[src/rtl/mac_pkg.sv]
// Shared types and the saturating-add helper for the accumulate half of the MAC path.
// The helper runs at a fixed wide width; callers zero-extend their operands and pass in the accumulator width.
package mac_pkg;

  localparam int DEF_PROD_W  = 16;
  localparam int DEF_ACC_W   = 24;
  localparam int DEF_COUNT_W = 4;
  localparam int SAT_MAX_W   = 64;

  typedef enum logic [1:0] {
    IDLE  = 2'd0,
    ACCUM = 2'd1,
    HOLD  = 2'd2
  } acc_state_e;

  typedef struct packed {
    logic                 clamp;
    logic [SAT_MAX_W-1:0] sum;
  } sat_res_t;

  // Both operands must already fit in acc_w bits, so "above the limit" is the carry-out.
  function automatic sat_res_t sat_add(input logic [SAT_MAX_W-1:0] a,
                                       input logic [SAT_MAX_W-1:0] b,
                                       input int                   acc_w);
    logic [SAT_MAX_W:0] full;
    logic [SAT_MAX_W:0] lim;
    sat_res_t           r;
    full    = {1'b0, a} + {1'b0, b};
    lim     = ({{SAT_MAX_W{1'b0}}, 1'b1} << acc_w) - (SAT_MAX_W + 1)'(1);
    r.clamp = (full > lim);
    r.sum   = r.clamp ? lim[SAT_MAX_W-1:0] : full[SAT_MAX_W-1:0];
    return r;
  endfunction

endpackage

[src/rtl/sat_adder.sv]
// Combinational unsigned saturating adder: ACC_W accumulator plus PROD_W addend, clamped to 2^ACC_W-1.
// Zero latency, no handshake.
module sat_adder
  import mac_pkg::*;
#(
  parameter int ACC_W  = DEF_ACC_W,
  parameter int PROD_W = DEF_PROD_W
) (
  input  logic [ACC_W-1:0]  a,
  input  logic [PROD_W-1:0] b,
  output logic [ACC_W-1:0]  sum,
  output logic              clamp
);

  sat_res_t res;

  always_comb begin
    res   = sat_add(SAT_MAX_W'(a), SAT_MAX_W'(b), ACC_W);
    sum   = res.sum[ACC_W-1:0];
    clamp = res.clamp;
  end

endmodule

[src/rtl/product_accumulator.sv]
// Sums a block of 1..2^COUNT_W products with saturation; result registered 1 cycle after the last beat.
// Holds the result under out_ready backpressure with in_ready low, costing one bubble per block.
module product_accumulator
  import mac_pkg::*;
#(
  parameter int PROD_W  = DEF_PROD_W,
  parameter int ACC_W   = DEF_ACC_W,
  parameter int COUNT_W = DEF_COUNT_W
) (
  input  logic               clk,
  input  logic               reset,
  input  logic               in_valid,
  output logic               in_ready,
  input  logic [PROD_W-1:0]  in_product,
  input  logic [COUNT_W-1:0] block_len,
  input  logic               flush,
  output logic               out_valid,
  input  logic               out_ready,
  output logic [ACC_W-1:0]   out_sum,
  output logic [COUNT_W:0]   out_count,
  output logic               out_sat
);

  localparam int             CNT_W    = COUNT_W + 1;
  localparam logic [CNT_W-1:0] CNT_ONE  = CNT_W'(1);
  localparam logic [CNT_W-1:0] FULL_LEN = CNT_W'(1) << COUNT_W;

  acc_state_e       state_q, state_d;
  logic [CNT_W-1:0] len_q, len_d;
  logic [CNT_W-1:0] cnt_q, cnt_d;
  logic [ACC_W-1:0] acc_q, acc_d;
  logic             sat_q, sat_d;
  logic             out_valid_q, out_valid_d;
  logic [ACC_W-1:0] out_sum_q, out_sum_d;
  logic [CNT_W-1:0] out_count_q, out_count_d;
  logic             out_sat_q, out_sat_d;

  logic             beat;
  logic             go_hold;
  logic [ACC_W-1:0] add_a;
  logic [ACC_W-1:0] add_sum;
  logic             add_clamp;

  assign in_ready = (state_q != HOLD) && !reset;
  assign beat     = in_valid && in_ready;

  // The first beat of a block adds onto zero, so one adder serves both IDLE and ACCUM.
  assign add_a = (state_q == ACCUM) ? acc_q : '0;

  sat_adder #(
    .ACC_W  (ACC_W),
    .PROD_W (PROD_W)
  ) u_sat_adder (
    .a     (add_a),
    .b     (in_product),
    .sum   (add_sum),
    .clamp (add_clamp)
  );

  always_comb begin
    state_d     = state_q;
    len_d       = len_q;
    cnt_d       = cnt_q;
    acc_d       = acc_q;
    sat_d       = sat_q;
    out_valid_d = out_valid_q;
    out_sum_d   = out_sum_q;
    out_count_d = out_count_q;
    out_sat_d   = out_sat_q;
    go_hold     = 1'b0;

    case (state_q)
      IDLE: begin
        if (beat) begin
          len_d   = (block_len == '0) ? FULL_LEN : {1'b0, block_len};
          acc_d   = add_sum;
          cnt_d   = CNT_ONE;
          sat_d   = 1'b0;
          state_d = ACCUM;
          go_hold = (len_d == CNT_ONE) || flush;
        end
      end
      ACCUM: begin
        if (beat) begin
          acc_d   = add_sum;
          cnt_d   = cnt_q + CNT_ONE;
          sat_d   = sat_q | add_clamp;
          go_hold = (cnt_d == len_q) || flush;
        end else begin
          go_hold = flush;
        end
      end
      HOLD: begin
        if (out_ready) begin
          state_d     = IDLE;
          out_valid_d = 1'b0;
        end
      end
      default: state_d = IDLE;
    endcase

    // Output registers load only when a block closes, so they stay stable through HOLD.
    if (go_hold) begin
      state_d     = HOLD;
      out_valid_d = 1'b1;
      out_sum_d   = acc_d;
      out_count_d = cnt_d;
      out_sat_d   = sat_d;
    end
  end

  always_ff @(posedge clk) begin
    if (reset) begin
      state_q     <= IDLE;
      len_q       <= '0;
      cnt_q       <= '0;
      acc_q       <= '0;
      sat_q       <= 1'b0;
      out_valid_q <= 1'b0;
      out_sum_q   <= '0;
      out_count_q <= '0;
      out_sat_q   <= 1'b0;
    end else begin
      state_q     <= state_d;
      len_q       <= len_d;
      cnt_q       <= cnt_d;
      acc_q       <= acc_d;
      sat_q       <= sat_d;
      out_valid_q <= out_valid_d;
      out_sum_q   <= out_sum_d;
      out_count_q <= out_count_d;
      out_sat_q   <= out_sat_d;
    end
  end

  assign out_valid = out_valid_q;
  assign out_sum   = out_sum_q;
  assign out_count = out_count_q;
  assign out_sat   = out_sat_q;

endmodule

[config.mk]
export PLATFORM = sky130hd
export DESIGN_NAME = product_accumulator
export DESIGN_NICKNAME = d
export VERILOG_FILES = /design/src/rtl/mac_pkg.sv /design/src/rtl/sat_adder.sv /design/src/rtl/product_accumulator.sv
export SDC_FILE = /design/constraint.sdc
export NUM_CORES = 1
export LEC_CHECK = 0
export BUFFER_PORTS_ARGS = -buffer_cell sky130_fd_sc_hd__buf_4
export CAP_MARGIN = 20
export CELL_PAD_IN_SITES_DETAIL_PLACEMENT = 0
export CELL_PAD_IN_SITES_GLOBAL_PLACEMENT = 1
export CORE_MARGIN = 2
export CORE_UTILIZATION = 25
export DETAILED_ROUTE_END_ITERATION = 10
export PLACE_DENSITY = 0.59
export SETUP_SLACK_MARGIN = 0.1
export SLEW_MARGIN = 10
export SYNTH_ARGS = -nofsm -noshare
export SYNTH_HDL_FRONTEND = slang
export SYNTH_SLANG_ARGS = --single-unit
[constraint.sdc]
create_clock -name clk -period 4.8 [get_ports clk]
set_clock_uncertainty 0.2 [all_clocks]
set_input_delay 0.96 -clock clk [delete_from_list [all_inputs] [get_ports clk]]
set_output_delay 0.96 -clock clk [all_outputs]
set_load 0.02 [all_outputs]
==> results of run 1 <==
## area by class of cell
type / count / area (µm²) / area share, %
Clock inverter: 1 / 30.0 / 0.651
Clock buffer: 14 / 274 / 5.94
Inverter: 9 / 33.8 / 0.732
Multi-Input combinational cell: 349 / 2220 / 48.1
Timing Repair Buffer: 62 / 465 / 10.1
Sequential cell: 68 / 1360 / 29.5
Tap cell: 184 / 230 / 4.99
## logic make-up after synthesis
family,Yosys count
simple gates,173
compound gates,137
flops,68
buf+inv,33
fa+ha+maj,19
xor+xnor,18
mux,2
## synth_stat cells, drive strengths merged (6+ instances only)
cell and count:
dfxtp 68, nor2 45, nand2 43, a21oi 41, and2 21, ha 18
nand2b 18, o21ai 18, nor3 14, clkbuf 13, a211oi 11, buf 11
inv 9, o22ai 9, xnor2 9, xor2 9, a21o 8, a31oi 6
nand3 6, nor2b 6
## layout by cell type (no fill, tap or decap), types with 10 or more instances in the layout
cell,instances
nor2_1,45
dfxtp_1,68
a21oi_1,41
nand2b_1,18
o21ai_0,15
nor3_1,14
ha_1,18
nand2_1,42
and2_1,20
a211oi_1,10
buf_4,62
## power by group through the flow
stage          Combinational (mW)  Clock [mW]  Sequential (mW)
3_5_place_dp                0.224           0            0.621
4_1_cts                     0.225       0.701            0.610
2_1_floorplan               0.133           0            0.631
3_3_place_gp                0.223           0            0.622
6_report                    0.222       0.679            0.610
5_1_grt                     0.247       0.719            0.613
## final timing paths
| path | end | depth (start not counted) |
|---|---|---|
| max reg2reg | out_sum[23] | 13 |
| min | out_sum[6] | 2 |
| max | out_sum[23] | 13 |
| min reg2reg | out_sum[6] | 2 |
## through the flow
step	instance area, µm²	power [mW]	hold slack, ns
2_1_floorplan	3720	0.764	0.244
3_3_place_gp	4310	0.845	0.247
3_5_place_dp	4310	0.846	0.246
4_1_cts	4610	1.54	0.252
5_1_grt	4610	1.58	0.280
6_report	4610	1.51	0.251
## sequential cells by signal, summed over array words and instances (netlist names)
signal,flops
out_sat,1
cnt_q,5
out_valid,1
len_q,5
acc_q,24
out_count,5
out_sum,24
sat_q,1
state_q,2
## metal layers
layer  vias up  track usage [%]  wire length, µm
li1       1738                -                -
met1      1545             17.2             4960
met3        15             3.27              468
met4         0             4.91              186
met5         -                0                0
met2        61             22.4             4980
## worst max-delay path, delay by kind of cell (launching register included)
kind	cells	cell delay, ns
DFF	1	0.51
buffers and inverters	2	0.22
adders and majority gates	2	0.54
AOI/OAI and AO/OA	5	1.45
and+or+nand+nor	4	0.84
==> run_results.csv, run 1 <==
group,metric,value,unit
run_status,status,"finished, final reports clean",
detailed_routing,wire_per_inst,15.4,µm
yosys,synth-compound-area-share,24.7,%
yosys,synth_area_leaders,"dfxtp_1 37%, ha_1 6.1%, a21oi_1 5.5%",
clock_tree,cts.htree.levels,3,
pwr,power_frac_seq,40.3,%
detailed_routing,vias,3359,
yosys,synth_top_family_by_area,"compound AO/OA/AOI/OAI gates",
finish,fin_nets,543,
yosys,yosysTopAreaCell,"dfxtp_1",
pwr,p_int,1.12,mW
sta,finalSetupTns,0,ns
yosys,syn-num-nets,494,
flow_run,cap_violations,0,
critical_path,worst_ep_required_time,4.83,ns
sta,maxSlewViolCount,0,
finish,area_growth,24.1,%
clock_tree,ctsHoldBuffers,0,
sta,worst_slack,0.920,ns
pwr,p_sw_share,25.6,%
floorplanning,core_area,14500,µm²
placement,dp_hpwl,7630,µm
yosys,synth_edf_count,0,
critical_path,critPathLaunch,"state_q[0]",
sta,finalCritPeriodShare,80.8,%
pwr,p_leak,1.94,nW
clock_tree,cts_root_buf,"clkbuf_16",
grt,grt_pass1_wl,17100,µm
sta,rsz0062_at_grt,"no",
pwr,p_sw,0.386,mW
yosys,synthArstFlopShare,0,%
critical_path,crit_type,"flop to flop",
finish,antennaDiodeCount,0,
finish,drive_gt1_share,17.7,%
clock_tree,numCtsBuffers,9,
detailed_routing,firstDrtPassIters,4,
yosys,syn_area_per_cell,8.26,µm²
min_path,hold_start,"out_sum[6]",
sta,setup_viol,0,
clock_tree,cts_buffer_depth,2,
yosys,ys_warn_count,0,
placement,pre_cts_slack,0.925,ns
detailed_routing,wirelength,10600,µm
finish,utilization,31.7,%
yosys,synth_xor_area_share,4.24,%
finish,instances_no_fill,687,
critical_path,cp.arrival,3.91,ns
floorplanning,boundaryPins,57,
critical_path,crit_fanout,14,
floorplanning,start_util,25.6,%
yosys,synthSimpleGateAreaFrac,23.5,%
critical_path,slowest_delay,0.51,ns
critical_path,cp_slowest_cell,"dfxtp_1",
detailed_routing,drc,0,
sta,slew_headroom,52.0,%
clock_tree,clk_pin_slew_worst_paths,0.05,ns
pwr,power.density,327,nW/µm²
grt,grt_max_degree,69,
min_path,hold_class,"flop to flop",
floorplanning,die_y,126,µm
critical_path,start_kind,"flop",
floorplanning,die_w,126,µm
clock_tree,post-cts-setup-buffers,0,
detailed_routing,drt-initial-drc-count,199,
pwr,power_frac_comb,14.7,%
floorplanning,dieArea,15900,µm²
detailed_routing,ant_nets,0,
yosys,syn_area,3720,µm²
yosys,seq_area_frac_synth,36.6,%
yosys,synthMuxAreaShare,0.538,%
critical_path,cp_cell_sequence,"nor2b_2, buf_4, and2_1, ha_1, inv_1, fa_1, nand2b_1, a21oi_1, o21ai_0, a211o_1, and2_4, a41o_1, o32ai_1",
yosys,synth_top_area_share,36.6,%
placement,place.port_buffers,56,
clock_tree,cts_tree,"done",
clock_tree,insertion_delay,0.33,ns
yosys,synth_ff_type,"dfxtp_1",
sta,worst_slew_pin_slew,0.720,ns
yosys,synthAdderAreaFrac,6.59,%
detailed_routing,vias_per_cell,4.89,
sta,fmax,258,MHz
finish,n_fill_cell,1548,
yosys,synth_cell_types,58,
pwr,clkPwrFrac,45.0,%
sta,finalHoldViolations,0,
placement,gp_congestion,0.792,
critical_path,end_kind,"flop",
grt,grt_antenna_before_repair,0,
critical_path,r2r_slack,0.92,ns
yosys,synthCells,450,
sta,fin_crit,3.88,ns
clock_tree,post_cts_resized,0,
yosys,ys_ff_latch,68,
grt,grt_usage,13.6,%
clock_tree,cts.sinks,68,
critical_path,r2r-start,"state_q[0]",
grt,gr-total-overflow,0,
pwr,vdd_drop_max,0.164,mV
floorplanning,rows,44,
grt,grt_pass1_vias,3273,
placement,place_inst,672,
Note: power is estimated with default switching activity, not from simulation.
==> run 2, diff against run 1 <==
==> constraint.sdc (replaced) <==
create_clock -name clk -period 3.8 [get_ports clk]
set_clock_uncertainty 0.2 [all_clocks]
set_input_delay 0.76 -clock clk [delete_from_list [all_inputs] [get_ports clk]]
set_output_delay 0.76 -clock clk [all_outputs]
set_load 0.02 [all_outputs]
==> run 2 against run 1 <==
Effect of this change: critical path depth down 2; cell count up 0.15%; via count down 0.12%; sequential share of layout area down 0.47 points; sequential cell count unchanged; sequential power up 26%; largest power group unchanged.
==> run_results.csv, run 2 (synthesized netlist as in run 1, its figures left out) <==
group,metric,value,unit
pwr,power.density,444,nW/µm²
placement,dpl_cell_area,4310,µm²
floorplanning,dieArea,15900,µm²
finish,final_common_cell,"dfxtp_1",
min_path,hold_class,"flop to flop",
sta,fmax,293,MHz
clock_tree,ctsHoldBuffers,0,
clock_tree,cts_tree,"done",
grt,grt_antenna_before_repair,0,
finish,drive_gt1_share,18.8,%
floorplanning,die_y,126,µm
run_status,status,"finished, final reports clean",
pwr,vdd_drop_max,0.204,mV
sta,fin_crit,3.41,ns
clock_tree,cts_buffer_depth,2,
critical_path,crit_fanout,19,
detailed_routing,wirelength,10500,µm
detailed_routing,drt-initial-drc-count,164,
critical_path,cp.arrival,3.45,ns
detailed_routing,vias_per_cell,4.88,
finish,area_growth,26.2,%
clock_tree,cts.sinks,68,
grt,grt_pass1_vias,3339,
sta,rsz0062_at_grt,"no",
grt,grt_max_degree,69,
placement,place.port_buffers,56,
critical_path,worst_ep_required_time,3.84,ns
floorplanning,core_area,14500,µm²
detailed_routing,ant_nets,0,
floorplanning,start_util,25.6,%
sta,slew_headroom,49.9,%
clock_tree,insertion_delay,0.34,ns
finish,final_cell_mix,"67 x dfxtp_1, 61 x buf_4, 45 x nor2_1, 42 x nand2_1, 40 x a21oi_1",
grt,grt_usage,13.7,%
floorplanning,die_w,126,µm
sta,worst_slew_pin_slew,0.752,ns
detailed_routing,drc,0,
critical_path,crit_type,"flop to flop",
detailed_routing,vias,3355,
sta,worst_slack,0.388,ns
flow_run,cap_violations,0,
finish,fin_nets,543,
grt,grt_pass1_wl,17300,µm
clock_tree,post_cts_resized,1,
clock_tree,clk_pin_slew_worst_paths,0.06,ns
sta,setup_viol,0,
grt,gr-total-overflow,0,
placement,gp_congestion,0.804,
clock_tree,numCtsBuffers,9,
sta,finalCritPeriodShare,89.8,%
sta,maxSlewViolCount,0,
finish,utilization,32.3,%
floorplanning,rows,44,
finish,n_fill_cell,1519,
detailed_routing,wire_per_inst,15.2,µm
pwr,p_leak,1.97,nW
placement,dp_hpwl,7390,µm
detailed_routing,firstDrtPassIters,4,
clock_tree,post-cts-setup-buffers,0,
floorplanning,boundaryPins,57,
critical_path,start_kind,"flop",
placement,pre_cts_slack,0.117,ns
finish,design_area,4690,µm²
clock_tree,cts.htree.levels,3,
clock_tree,cts_root_buf,"clkbuf_16",
pwr,power,2.08,mW
finish,antennaDiodeCount,0,
sta,finalHoldViolations,0,
critical_path,end_kind,"flop",
sta,finalSetupTns,0,ns
critical_path,r2r_slack,0.39,ns
## run 2: cell type report
cell class / instances / area (µm²) / area share [%]
Multi-Input combinational cell: 349 / 2230 / 47.6
Sequential cell: 68 / 1360 / 29.0
Timing Repair Buffer: 62 / 469 / 10.0
Tap cell: 184 / 230 / 4.91
Clock buffer: 10 / 229 / 4.88
Clock inverter: 6 / 136 / 2.91
Inverter: 9 / 33.8 / 0.720
## run 2: per-layer routing
layer,share of wire [%],GRT usage (%)
met3,3.8,4.46
met4,1.0,4.20
met2,47,22.1
met1,48,17.4
met5,0,0
## run 2: critical path, stage by stage, from the launching register on
cell and delay (ns):
dfxtp_2 0.43, nor2b_2 0.21, buf_6 0.20, nand2_1 0.11, fa_1 0.44, nand2b_1 0.20, a21oi_2 0.17, o21ai_0 0.17
a211o_2 0.41, and2_4 0.25, a41o_1 0.26, o32ai_1 0.26
## run 2: metrics by stage
step	std cells	hold WS [ns]
floorplan	450	0.244
global placement	672	0.243
detailed placement	672	0.247
CTS	688	0.253
global route	688	0.282
finish	688	0.250
## run 2: where the power goes
group	internal, mW	total, mW	switching [mW]
Clock	0.709	1.04	0.327
Combinational	0.114	0.279	0.166
Sequential	0.747	0.769	0.0220
Total	1.57	2.08	0.515
## run 2: path summary, 6_finish.rpt
path | to | cells after the start | from
max | out_sum[23] | 11 | state_q[0]
min | out_sum[5] | 2 | out_sum[5]
max reg2reg | out_sum[23] | 11 | state_q[0]
min reg2reg | out_sum[5] | 2 | out_sum[5]
==> run 3, diff against run 2 <==
--- a/config.mk
+++ b/config.mk
@@ -5,10 +5,11 @@
 export SDC_FILE = /design/constraint.sdc
 export NUM_CORES = 1
 export LEC_CHECK = 0
-export BUFFER_PORTS_ARGS = -buffer_cell sky130_fd_sc_hd__buf_4
+export BUFFER_PORTS_ARGS = -buffer_cell sky130_fd_sc_hd__buf_2
 export CAP_MARGIN = 20
 export CELL_PAD_IN_SITES_DETAIL_PLACEMENT = 0
 export CELL_PAD_IN_SITES_GLOBAL_PLACEMENT = 1
+export CORE_ASPECT_RATIO = 0.6
 export CORE_MARGIN = 2
 export CORE_UTILIZATION = 25
 export DETAILED_ROUTE_END_ITERATION = 10
==> run 3 against run 2 <==
Effect of this change: sequential cell count stayed put; core utilization down 0.98 points; sequential share of layout area rose by 1.0 points; setup slack got worse by 0.028 ns; count of clock-buffer cells in the layout stayed put; global-route usage grew 1.2 points; clock power down 9%; non-clock buffer count increased by 1; sequential power barely moved; largest power group unchanged.
==> run_results.csv, run 3 (synthesized netlist as in run 1, its figures left out) <==
group,metric,value,unit
critical_path,worst_ep_required_time,3.84,ns
pwr,power.density,439,nW/µm²
clock_tree,insertion_delay,0.33,ns
sta,maxSlewViolCount,0,
floorplanning,die_y,98.5,µm
finish,final_common_cell,"dfxtp_1",
min_path,hold_start,"out_sum[6]",
grt,gr-total-overflow,0,
finish,instances_no_fill,703,
floorplanning,boundaryPins,57,
pwr,p_sw,0.546,mW
detailed_routing,top_layer,"met4",
detailed_routing,ant_nets,0,
placement,place_inst,687,
pwr,clkPwrFrac,47.7,%
finish,antennaDiodeCount,0,
sta,timing.hold.ws,0.251,ns
critical_path,crit_type,"flop to flop",
critical_path,r2r-start,"state_q[0]",
pwr,p_int,1.45,mW
pwr,power_frac_comb,13.7,%
clock_tree,clk_pin_slew_worst_paths,0.07,ns
sta,finalSetupTns,0,ns
floorplanning,start_util,25.6,%
critical_path,end_kind,"flop",
critical_path,start_kind,"flop",
floorplanning,core_area,14500,µm²
detailed_routing,wire_per_inst,16.3,µm
detailed_routing,routed-wl-met3,527,µm
clock_tree,cts.htree.levels,3,
finish,fin_nets,544,
sta,finalHoldViolations,0,
run_status,status,"finished, final reports clean",
grt,grt_pass1_wl,18300,µm
detailed_routing,vias_per_cell,4.94,
finish,area_growth,22.1,%
detailed_routing,wirelength,11500,µm
placement,gp_congestion,0.839,
placement,dp_hpwl,8140,µm
critical_path,r2r-end,"out_sum[23]",
sta,setup_viol,0,
detailed_routing,drt-met1-wl,6730,µm
grt,grt_usage,14.9,%
clock_tree,cts_buffer_depth,2,
clock_tree,post-cts-setup-buffers,0,
min_path,hold_class,"flop to flop",
sta,rsz0062_at_grt,"no",
detailed_routing,firstDrtPassIters,5,
detailed_routing,drc,0,
critical_path,cp_cell_sequence,"nor2b_2, and2_1, ha_1, inv_1, fa_1, nand2b_1, a21oi_1, o21ai_0, a211o_1, and2_4, a41o_1, o32ai_1",
grt,grt_max_degree,69,
min_path,hold_path_depth,2,
min_path,worstHoldEndpoint,"out_sum[6]",
placement,place.port_buffers,56,
pwr,p_leak,1.93,nW
sta,fmax,291,MHz
floorplanning,dieArea,15900,µm²
detailed_routing,drt-initial-drc-count,222,
clock_tree,post_cts_resized,0,
detailed_routing,vias,3471,
grt,grt_antenna_before_repair,0,
critical_path,slowest_delay,0.45,ns
grt,grt_pass1_vias,3288,
finish,drive_gt1_share,19.2,%
floorplanning,die_w,161,µm
detailed_routing,wl_met2,4120,µm
sta,slew_headroom,45.5,%
clock_tree,cts_tree,"done",
critical_path,cp.arrival,3.48,ns
pwr,p_sw_share,27.4,%
critical_path,crit_fanout,14,
critical_path,r2r_slack,0.36,ns
pwr,vdd_drop_max,0.220,mV
sta,worst_slack,0.360,ns
pwr,power_frac_seq,38.6,%
sta,finalCritPeriodShare,90.5,%
clock_tree,numCtsBuffers,9,
sta,worst_slew_pin_slew,0.818,ns
critical_path,rr_worst_depth,12,
flow_run,cap_violations,0,
placement,pre_cts_slack,0.251,ns
pwr,power,1.99,mW
critical_path,cp_slowest_cell,"dfxtp_2",
finish,final_cell_mix,"66 x dfxtp_1, 56 x buf_2, 45 x nor2_1, 42 x nand2_1, 40 x a21oi_1",
clock_tree,cts_root_buf,"clkbuf_16",
floorplanning,rows,34,
sta,fin_crit,3.44,ns
clock_tree,cts.sinks,68,
clock_tree,ctsHoldBuffers,0,
-- run 3: cell count changes in the layout (fill, tap and decap cells not counted), sizes merged --
cell / change
buf: +1
bufinv: -2
clkinv: +1
clkinvlp: -1
inv: +2
-- run 3: cell type report --
| type | instances | area, µm² |
|---|---|---|
| well taps | 198 | 248 |
| repair buffers | 63 | 333 |
| inverters | 9 | 33.8 |
| flip-flops and latches | 68 | 1360 |
| clock buffers | 10 | 239 |
| clock inverters | 6 | 95.1 |
| multi-input cells | 349 | 2230 |
| fillers | 1568 | 9960 |
-- run 3: worst max path at each step --
stage          startpoint     endpoint  slack, ns  cells past startpoint
2_1_floorplan  state_q[1]   out_sum[1]       0.37                     15
3_3_place_gp   state_q[0]  out_sum[20]       0.32                     12
3_5_place_dp   state_q[0]  out_sum[18]       0.25                     12
4_1_cts        state_q[0]  out_sum[18]       0.22                     12
5_1_grt        state_q[0]  out_sum[23]       0.15                     12
6_report       state_q[0]  out_sum[23]       0.36                     12
-- run 3: layer usage --
layer  global-route usage [%]  up-vias
li1                         -     1730
met3                     4.04       11
met4                     3.23        0
met5                        0        -
met1                     24.3     1645
met2                     18.6       85
-- run 3: stage by stage --
step / instance area, µm² / utilization, %
finish: 4540 / 31.3
global placement: 4200 / 28.9
floorplan: 3720 / -
global route: 4540 / 31.3
CTS: 4530 / 31.2
detailed placement: 4200 / 28.9
-- run 3: power groups by stage --
stage | Sequential (mW) | Clock [mW] | Combinational (mW)
finish | 0.769 | 0.949 | 0.274
floorplan | 0.797 | 0 | 0.169
global route | 0.773 | 1.01 | 0.304
detailed placement | 0.784 | 0 | 0.272
global placement | 0.783 | 0 | 0.269
CTS | 0.768 | 0.975 | 0.274
-- run 3: critical path, delay by kind of cell (launching register included) --
family                   cells  cell delay (ns)
buffers and inverters        1             0.05
flip-flops                   1             0.45
AO/OA/AOI/OAI                5             1.30
adder cells (fa/ha/maj)      2             0.55
AND/OR/NAND/NOR              4             0.79
